### config.mk
export PLATFORM = sky130hd
export DESIGN_NAME = msg_sequencer_flat
export DESIGN_NICKNAME = d
export VERILOG_FILES = /design/src/rtl/msg_sequencer_if.sv /design/src/rtl/msg_sequencer.sv /design/src/flat_wrapper.sv
export SDC_FILE = /design/constraint.sdc
export NUM_CORES = 1
export LEC_CHECK = 0
export BUFFER_PORTS_ARGS = -buffer_cell sky130_fd_sc_hd__buf_2
export CAP_MARGIN = 40
export CORE_ASPECT_RATIO = 0.75
export CORE_MARGIN = 10
export CORE_UTILIZATION = 56
export CTS_CLUSTER_SIZE = 8
export DETAILED_ROUTE_END_ITERATION = 8
export GPL_TIMING_DRIVEN = 0
export PLACE_DENSITY = 0.89
export REMOVE_ABC_BUFFERS = 1
export SLEW_MARGIN = 20
export SYNTH_ARGS = -nofsm -noshare
export SYNTH_HDL_FRONTEND = slang
export SYNTH_SLANG_ARGS = --single-unit
### constraint.sdc
create_clock -name _clock -period 6 [get_ports _clock]
set_input_delay 1.5 -clock _clock [delete_from_list [all_inputs] [get_ports _clock]]
set_output_delay 1.5 -clock _clock [all_outputs]
set_load 0.1 [all_outputs]
### src/rtl/msg_sequencer_if.sv
// Generator / transmit-sink bundle for msg_sequencer.
//   master (sequencer): drives _index, _gen_enable, _tx_data, _tx_valid;
//                       receives _char_in from the generator, _tx_ready from the sink.
//   slave  (generator + sink side): the mirror image.
interface msg_sequencer_if #(
  parameter int IDX_W = 4
);
  logic [IDX_W-1:0] _index;      // generator index, 1..MSG_LEN while active
  logic             _gen_enable; // generator enable, FETCH only
  logic [7:0]       _char_in;    // generator character, combinational from _index
  logic [7:0]       _tx_data;    // registered character to the sink
  logic             _tx_valid;   // _tx_data valid
  logic             _tx_ready;   // sink accepts on _tx_valid && _tx_ready

  modport master (
    output _index, _gen_enable, _tx_data, _tx_valid,
    input  _char_in, _tx_ready
  );

  modport slave (
    input  _index, _gen_enable, _tx_data, _tx_valid,
    output _char_in, _tx_ready
  );
endinterface

### src/rtl/msg_sequencer.sv
// msg_sequencer: walks the fixed-message generator index 1..MSG_LEN, registers
// each character and holds it on a valid/ready sink until accepted. The message
// is sent _repeat times (0 counts as 1) with GAP_CYCLES idle cycles between
// repetitions; an abort stops the sequence at the next character boundary.
// Ports:
//   _clock, _reset : clock, synchronous active-high reset
//   _start         : begin a sequence (IDLE only)
//   _repeat        : message count, latched at start
//   _abort         : early-stop request (busy only, sticky)
//   bus            : generator index/enable/char and tx valid/ready/data
//   _busy          : not IDLE
//   _done          : one-cycle end-of-sequence pulse
//   _aborted       : sequence ended by abort; held until next start
//   _msg_count     : messages fully sent (saturates at 15)
module msg_sequencer #(
  parameter int MSG_LEN    = 12,
  parameter int IDX_W      = 4,
  parameter int GAP_CYCLES = 3
) (
  input  logic       _clock,
  input  logic       _reset,
  input  logic       _start,
  input  logic [3:0] _repeat,
  input  logic       _abort,
  msg_sequencer_if.master bus,
  output logic       _busy,
  output logic       _done,
  output logic       _aborted,
  output logic [3:0] _msg_count
);

  localparam int GAP_W = (GAP_CYCLES < 2) ? 1 : $clog2(GAP_CYCLES);
  localparam logic [IDX_W-1:0] LAST_IDX = IDX_W'(MSG_LEN);
  localparam logic [GAP_W-1:0] GAP_LAST = GAP_W'(GAP_CYCLES - 1);

  typedef enum logic [2:0] {
    S_IDLE,
    S_FETCH,
    S_SEND,
    S_GAP,
    S_DONE
  } state_t;

  state_t           state, state_n;
  logic [IDX_W-1:0] idx_q, idx_n;
  logic [7:0]       data_q, data_n;
  logic [3:0]       cnt_q, cnt_n;
  logic [3:0]       rem_q, rem_n;
  logic [GAP_W-1:0] gap_q, gap_n;
  logic             abort_q, abort_n;
  logic             aborted_q, aborted_n;
  logic             abort_any;

  // A pulse arriving in the very cycle of a decision point counts as well as
  // one latched earlier.
  assign abort_any = abort_q | _abort;

  always_comb begin
    state_n   = state;
    idx_n     = idx_q;
    data_n    = data_q;
    cnt_n     = cnt_q;
    rem_n     = rem_q;
    gap_n     = gap_q;
    aborted_n = aborted_q;
    abort_n   = abort_q | (_abort && (state != S_IDLE));

    case (state)
      S_IDLE: begin
        if (_start) begin
          rem_n     = (_repeat == 4'd0) ? 4'd1 : _repeat;
          idx_n     = IDX_W'(1);
          cnt_n     = 4'd0;
          aborted_n = 1'b0;
          abort_n   = 1'b0;
          state_n   = S_FETCH;
        end
      end

      S_FETCH: begin
        if (abort_any) begin
          aborted_n = 1'b1;
          state_n   = S_DONE;
        end else begin
          data_n  = bus._char_in;
          state_n = S_SEND;
        end
      end

      // Abort never cuts a character short: it is only acted on after the
      // handshake. The final character of the final message always ends
      // normally, even with an abort pending.
      S_SEND: begin
        if (bus._tx_ready) begin
          if (idx_q != LAST_IDX) begin
            if (abort_any) begin
              aborted_n = 1'b1;
              state_n   = S_DONE;
            end else begin
              idx_n   = idx_q + IDX_W'(1);
              state_n = S_FETCH;
            end
          end else begin
            cnt_n = (cnt_q == 4'd15) ? cnt_q : cnt_q + 4'd1;
            rem_n = rem_q - 4'd1;
            if (rem_q == 4'd1) begin
              state_n = S_DONE;
            end else if (abort_any) begin
              aborted_n = 1'b1;
              state_n   = S_DONE;
            end else begin
              gap_n   = '0;
              state_n = S_GAP;
            end
          end
        end
      end

      S_GAP: begin
        if (abort_any) begin
          aborted_n = 1'b1;
          state_n   = S_DONE;
        end else if (gap_q == GAP_LAST) begin
          idx_n   = IDX_W'(1);
          state_n = S_FETCH;
        end else begin
          gap_n = gap_q + GAP_W'(1);
        end
      end

      S_DONE: begin
        idx_n   = '0;
        state_n = S_IDLE;
      end

      default: state_n = S_IDLE;
    endcase
  end

  always_ff @(posedge _clock) begin
    if (_reset) begin
      state     <= S_IDLE;
      idx_q     <= '0;
      data_q    <= '0;
      cnt_q     <= '0;
      rem_q     <= '0;
      gap_q     <= '0;
      abort_q   <= 1'b0;
      aborted_q <= 1'b0;
    end else begin
      state     <= state_n;
      idx_q     <= idx_n;
      data_q    <= data_n;
      cnt_q     <= cnt_n;
      rem_q     <= rem_n;
      gap_q     <= gap_n;
      abort_q   <= abort_n;
      aborted_q <= aborted_n;
    end
  end

  assign bus._index      = idx_q;
  assign bus._gen_enable = (state == S_FETCH);
  assign bus._tx_data    = data_q;
  assign bus._tx_valid   = (state == S_SEND);
  assign _busy           = (state != S_IDLE);
  assign _done           = (state == S_DONE);
  assign _aborted        = aborted_q;
  assign _msg_count      = cnt_q;

endmodule

### src/flat_wrapper.sv
// flat-port wrapper written by rule: the top's interface ports become plain ports
module msg_sequencer_flat 
#(
  parameter int MSG_LEN    = 12,
  parameter int IDX_W      = 4,
  parameter int GAP_CYCLES = 3
)
  (_clock, _reset, _start, _repeat, _abort, _busy, _done, _aborted, _msg_count, bus__index, bus__gen_enable, bus__tx_data, bus__tx_valid, bus__char_in, bus__tx_ready);
  msg_sequencer_if #(.IDX_W(IDX_W)) bus_i ();
  input  logic _clock;
  input  logic _reset;
  input  logic _start;
  input  logic [3:0] _repeat;
  input  logic _abort;
  output logic _busy;
  output logic _done;
  output logic _aborted;
  output logic [3:0] _msg_count;
  output wire logic [$bits(bus_i._index)-1:0] bus__index;
  output wire logic [$bits(bus_i._gen_enable)-1:0] bus__gen_enable;
  output wire logic [$bits(bus_i._tx_data)-1:0] bus__tx_data;
  output wire logic [$bits(bus_i._tx_valid)-1:0] bus__tx_valid;
  input wire logic [$bits(bus_i._char_in)-1:0] bus__char_in;
  input wire logic [$bits(bus_i._tx_ready)-1:0] bus__tx_ready;
  assign bus__index = bus_i._index;
  assign bus__gen_enable = bus_i._gen_enable;
  assign bus__tx_data = bus_i._tx_data;
  assign bus__tx_valid = bus_i._tx_valid;
  assign bus_i._char_in = bus__char_in;
  assign bus_i._tx_ready = bus__tx_ready;
  msg_sequencer #(.MSG_LEN(MSG_LEN), .IDX_W(IDX_W), .GAP_CYCLES(GAP_CYCLES)) u_core (._clock(_clock), ._reset(_reset), ._start(_start), ._repeat(_repeat), ._abort(_abort), .bus(bus_i), ._busy(_busy), ._done(_done), ._aborted(_aborted), ._msg_count(_msg_count));
endmodule
-- Word-level counts from Yosys, hierarchy flattened
Cells that the tools add are included.
- register bits after elaboration: 27
- output and inout port bits: 21
- word-level logic and storage cells: 93
- input bits: 17
- muxes and demuxes: 42
- add/sub/neg operators: 4
- eq/ne operators: 20
- reductions and logical operators: 16
- bitwise operators: 3
- operators with widths (kind ; number):
    4-bit 2-to-1 mux ; 14
    3-bit 2-to-1 mux ; 9
    4-bit one-hot mux with 2 select lines ; 2
    4-bit one-hot mux with 4 select lines ; 1
    2-bit inequality test, second input constant ; 7
    7-bit AND reduction ; 2
    2-bit 2-to-1 mux ; 6
    3-bit one-hot mux with 4 select lines ; 1
    4-bit by 1-bit adder with 4-bit output, second input constant ; 2
    4-bit AND reduction ; 2
    1-bit 2-to-1 mux ; 7
    3-bit by 2-bit equality test with 1-bit output, second input constant ; 2
    2-bit by 1-bit inequality test with 1-bit output, second input constant ; 3
    3-bit nonzero test ; 2
    5-bit AND reduction ; 1
    4-bit by 1-bit equality test with 1-bit output, second input constant ; 1
    4-bit equality test, second input constant ; 1
    4-bit zero test ; 1
    4-bit inequality test, second input constant ; 1
    2-bit one-hot mux with 2 select lines ; 1
    2-bit nonzero test ; 2
    4-bit nonzero test ; 1
    4-bit by 1-bit subtractor with 4-bit output, second input constant ; 1
    3-bit by 1-bit equality test with 1-bit output, second input constant ; 1
    13 further kinds ; 14

-- Logic depth before layout (Yosys ltp)
- depth in word-level cells: 6
- gate-level depth with buffers: 7
- mapped depth without buffers: 6

-- Worst setup path after synthesis
OpenSTA, ideal clock, no wires.
- path type: register to output
- start: register u_core.state[1]
- end: output port bus__gen_enable
- setup slack: 1.779 ns
- data required time: 4.500 ns
- arrival: 2.721 ns
- path buffers: 1
- cell stages (with the launch flop): 3
- cell sequence: dfxtp_1 buf_2 nor3b_1
- cells in the longest elaborated chain, start to end: 1
- ends and longest elaborated chain (item ; line ; text):
    start: declaration ; msg_sequencer.sv:44 ; state_t state, state_n;
    start signal: assignment ; msg_sequencer.sv:151 ; state <= state_n;
    3-bit by 1-bit equality test with 1-bit output ; msg_sequencer.sv:163 ; assign bus._gen_enable = (state == S_FETCH);
    end: declaration ; flat_wrapper.sv:20 ; output wire logic [$bits(bus_i._gen_enable)-1:0] bus__gen_enable;
Every way passes these cells.

-- Worst setup path after layout
- start: register u_core.state[1]
- end: output port bus__tx_valid
- cells in the longest elaborated chain, start to end: 1
- ends and longest elaborated chain (item ; line ; text):
    3-bit by 2-bit equality test with 1-bit output ; msg_sequencer.sv:165 ; assign bus._tx_valid = (state == S_SEND);
    end: declaration ; flat_wrapper.sv:22 ; output wire logic [$bits(bus_i._tx_valid)-1:0] bus__tx_valid;
Every way passes these cells.

==> impl_metrics.csv <==
group,metric,value,unit
outcome,status,"finished, final reports clean",
synth,synth-seq-area-share,35.6,%
timing,slew_headroom,60.4,%
detailed_routing,firstDrtPassIters,4,
timing,max_freq,266,MHz
synth,ys_ff_latch,27,
timing,setup_tns,0,ns
clock_tree,ctsResizeCount,0,
final_layout,final_nets,247,
power,p_sw_share,39.3,%
synth,avgSynthCellArea,7.94,µm²
synth,synth_top_family_by_area,"compound AO/OA/AOI/OAI gates",
placement,gp_congestion,0.837,
synth,ys.flop_type,"dfxtp_1",
setup_path,critPathLaunchType,"flip-flop",
final_layout,post-route-util,66.1,%
job,maxCapViolations,0,
detailed_routing,via_per_inst,6.07,
grt,track_usage,14.9,%
timing,min_period,3.75,ns
clock_tree,htree_levels,1,
clock_tree,numCtsBuffers,3,
setup_path,reg2reg_depth,5,
clock_tree,cts-root-buf,"clkbuf_4",
synth,synth_edf_count,0,
power,p_seq_share,49.6,%
min_path,hold_class,"flip-flop to flip-flop",
floorplanning,row_count,16,
setup_path,worstSetupPathType,"flip-flop to primary output",
synth,netlist_top_cells_count,"dfxtp_1 (27), a21oi_1 (24), nand2_1 (23)",
clock_tree,cts_setup_buffers,0,
detailed_routing,ant_nets,0,
placement,dp_hpwl,2920,µm
detailed_routing,dr.first_iter.drc_count,161,
synth,netlist_instances,191,
placement,portBuffers,37,
floorplanning,start_util,58.3,%
min_path,hold-path-endpoint,"u_core.bus._tx_data[3]",
synth,syn_area,1520,µm²
timing,fin_crit_sh,62.5,%
power,p_int,0.243,mW
detailed_routing,wirelength,3980,µm
synth,ys_types,45,
synth,synth_fa_ha_area_share,4.95,%
synth,synth_top_area_share,35.6,%
power,ir_drop,189,µV
final_layout,multi_input_area,868,µm²
floorplanning,coreArea,2600,µm²
final_layout,drive_gt1_share,21.1,%
setup_path,critPathRequiredTime,4.50,ns
detailed_routing,vias,1571,
power,pwr-share-clk,19.8,%
synth,yosys_warnings,0,
setup_path,crit_path_max_fanout,20,
power,pwr-share-comb,30.6,%
timing,rsz0062_at_grt,"false",
final_layout,regArea,541,µm²
clock_tree,path_clk_slew,0.14,ns
timing,final.setup_skew,0.00469,ns
clock_tree,cts_num_sinks,27,
grt,grt_pass1_wl,6310,µm
clock_tree,postCtsHoldBufs,0,
grt,grt_pass1_vias,1381,
setup_path,rrSetupSlack,3.75,ns
power,power_density,233,nW/µm²
floorplanning,die_area,5210,µm²
min_path,worst_hold_path.num_cells,2,
final_layout,area_growth,13.4,%
grt,grt_overflow,0,
grt,grt_max_degree,21,
floorplanning,io_pins,38,
timing,slew_violations,0,
synth,muxShareOfSynthArea,1.40,%
timing,tightest_slew,0.588,ns
detailed_routing,wl_per_cell,15.4,µm
floorplanning,die_w,80.1,µm
clock_tree,cts_tree,"built",
setup_path,crit_start,"u_core.state[1]",
synth,synthTopCellsByArea,"dfxtp_1 (36%), a21oi_1 (7.9%), nand2_1 (5.7%)",
synth,yosys.area.top_type,"dfxtp_1",
timing,final-hold-violation-count,0,
final_layout,antenna_cells,0,
synth,synth-xor-area-share,0.578,%
detailed_routing,drc,0,
grt,antenna_found_initial,0,
setup_path,r2r_end,"u_core._msg_count[3]",
setup_path,end_kind,"primary output",
setup_path,timing.rr.start,"u_core.state[1]",
synth,yosys.area_share.simple,23.2,%
timing,setup_violations,0,
setup_path,crit_arrival,2.25,ns
synth,synth-compound-area-share,27.1,%
clock_tree,clkLatencyLatePin,0.33,ns
power,p_leak,0.682,nW
power,switching_power,0.158,mW
min_path,min_from,"u_core.bus._tx_data[3]",
clock_tree,cts_buffer_depth,2,
synth,yosysMostFrequentCell,"dfxtp_1",
floorplanning,die_h,65.1,µm
final_layout,n_fill_cell,235,
synth,async_flop_share,0,%
cell type report:
| type | count | area share, % |
|---|---|---|
| repair buffers | 37 | 10.8 |
| well taps | 36 | 2.62 |
| flip-flops and latches | 27 | 31.4 |
| multi-input cells | 141 | 50.5 |
| inverters | 14 | 3.13 |
| clock buffers | 4 | 1.53 |
stage by stage:
step	instances	hold WS, ns	worst slack [ns]	total power, mW	instance area (µm²)
3_5_place_dp	255	0.446	2.65	0.324	1690
3_3_place_gp	255	0.439	2.65	0.322	1690
4_1_cts	259	0.465	2.27	0.403	1720
6_report	259	0.463	2.25	0.401	1720
5_1_grt	259	0.483	2.15	0.419	1720
2_1_floorplan	182	0.447	1.75	0.296	1460
metal layers:
metal	part of all wire (%)	vias to the layer above	track usage, %
met2	45	69	23.2
met5	0	-	0
met3	11	10	5.79
li1	-	769	-
met4	2.2	0	5.04
met1	42	723	18.2
logic make-up (layout without fill, tap and decap cells):
kind of cell,after synthesis,after routing
xor+xnor,1,1
flops,27,27
buf+inv,23,55
mux,2,2
compound gates,64,64
fa+ha+maj,6,6
simple gates,68,68
flip-flops by register name, summed over array words and instances, names as in the netlist:
signal / count
u_core.abort_q: 1
u_core.rem_q: 4
u_core._aborted: 1
u_core.state: 3
u_core.bus._index: 4
u_core.gap_q: 2
u_core.bus._tx_data: 8
u_core._msg_count: 4
critical path, cell delays in order (launching register included):
cell	delay, ns
dfxtp_1	0.71
or3b_1	0.58
clkinv_2	0.19
buf_2	0.45
power groups by stage:
stage | logic, mW | registers [mW] | clock network, mW
3_5_place_dp | 0.121 | 0.203 | 0
4_1_cts | 0.122 | 0.199 | 0.0817
2_1_floorplan | 0.0628 | 0.233 | 0
3_3_place_gp | 0.119 | 0.202 | 0
6_report | 0.123 | 0.199 | 0.0796
5_1_grt | 0.131 | 0.200 | 0.0874
cell usage in the layout, fill, tap and decap left out, drive strengths merged, types with 2 or more instances in the layout:
cell type	Yosys	layout
a21oi	24	24
a31oi	3	3
and2	2	2
and3	2	2
buf	4	37
clkbuf	5	4
dfxtp	27	27
ha	6	6
inv	13	13
nand2	23	23
nand2b	2	2
nand3	6	6
nand3b	2	2
nor2	8	8
nor2b	2	2
nor3	5	5
nor3b	2	2
nor4	2	2
o2111ai	5	5
o211ai	3	3
o21ai	11	11
o31a	2	2
o31ai	5	5
o41ai	3	3
or2	3	3
or3	5	5
or3b	2	2
worst max path at each step:
stage / endpoint / cells after the start
after global placement: bus__tx_valid / 3
after global routing: bus__tx_valid / 3
after detailed placement: bus__tx_valid / 3
after floorplan: bus__gen_enable / 1
final: bus__tx_valid / 3
after CTS: bus__tx_valid / 3
Note: power is estimated with default switching activity, not from simulation.
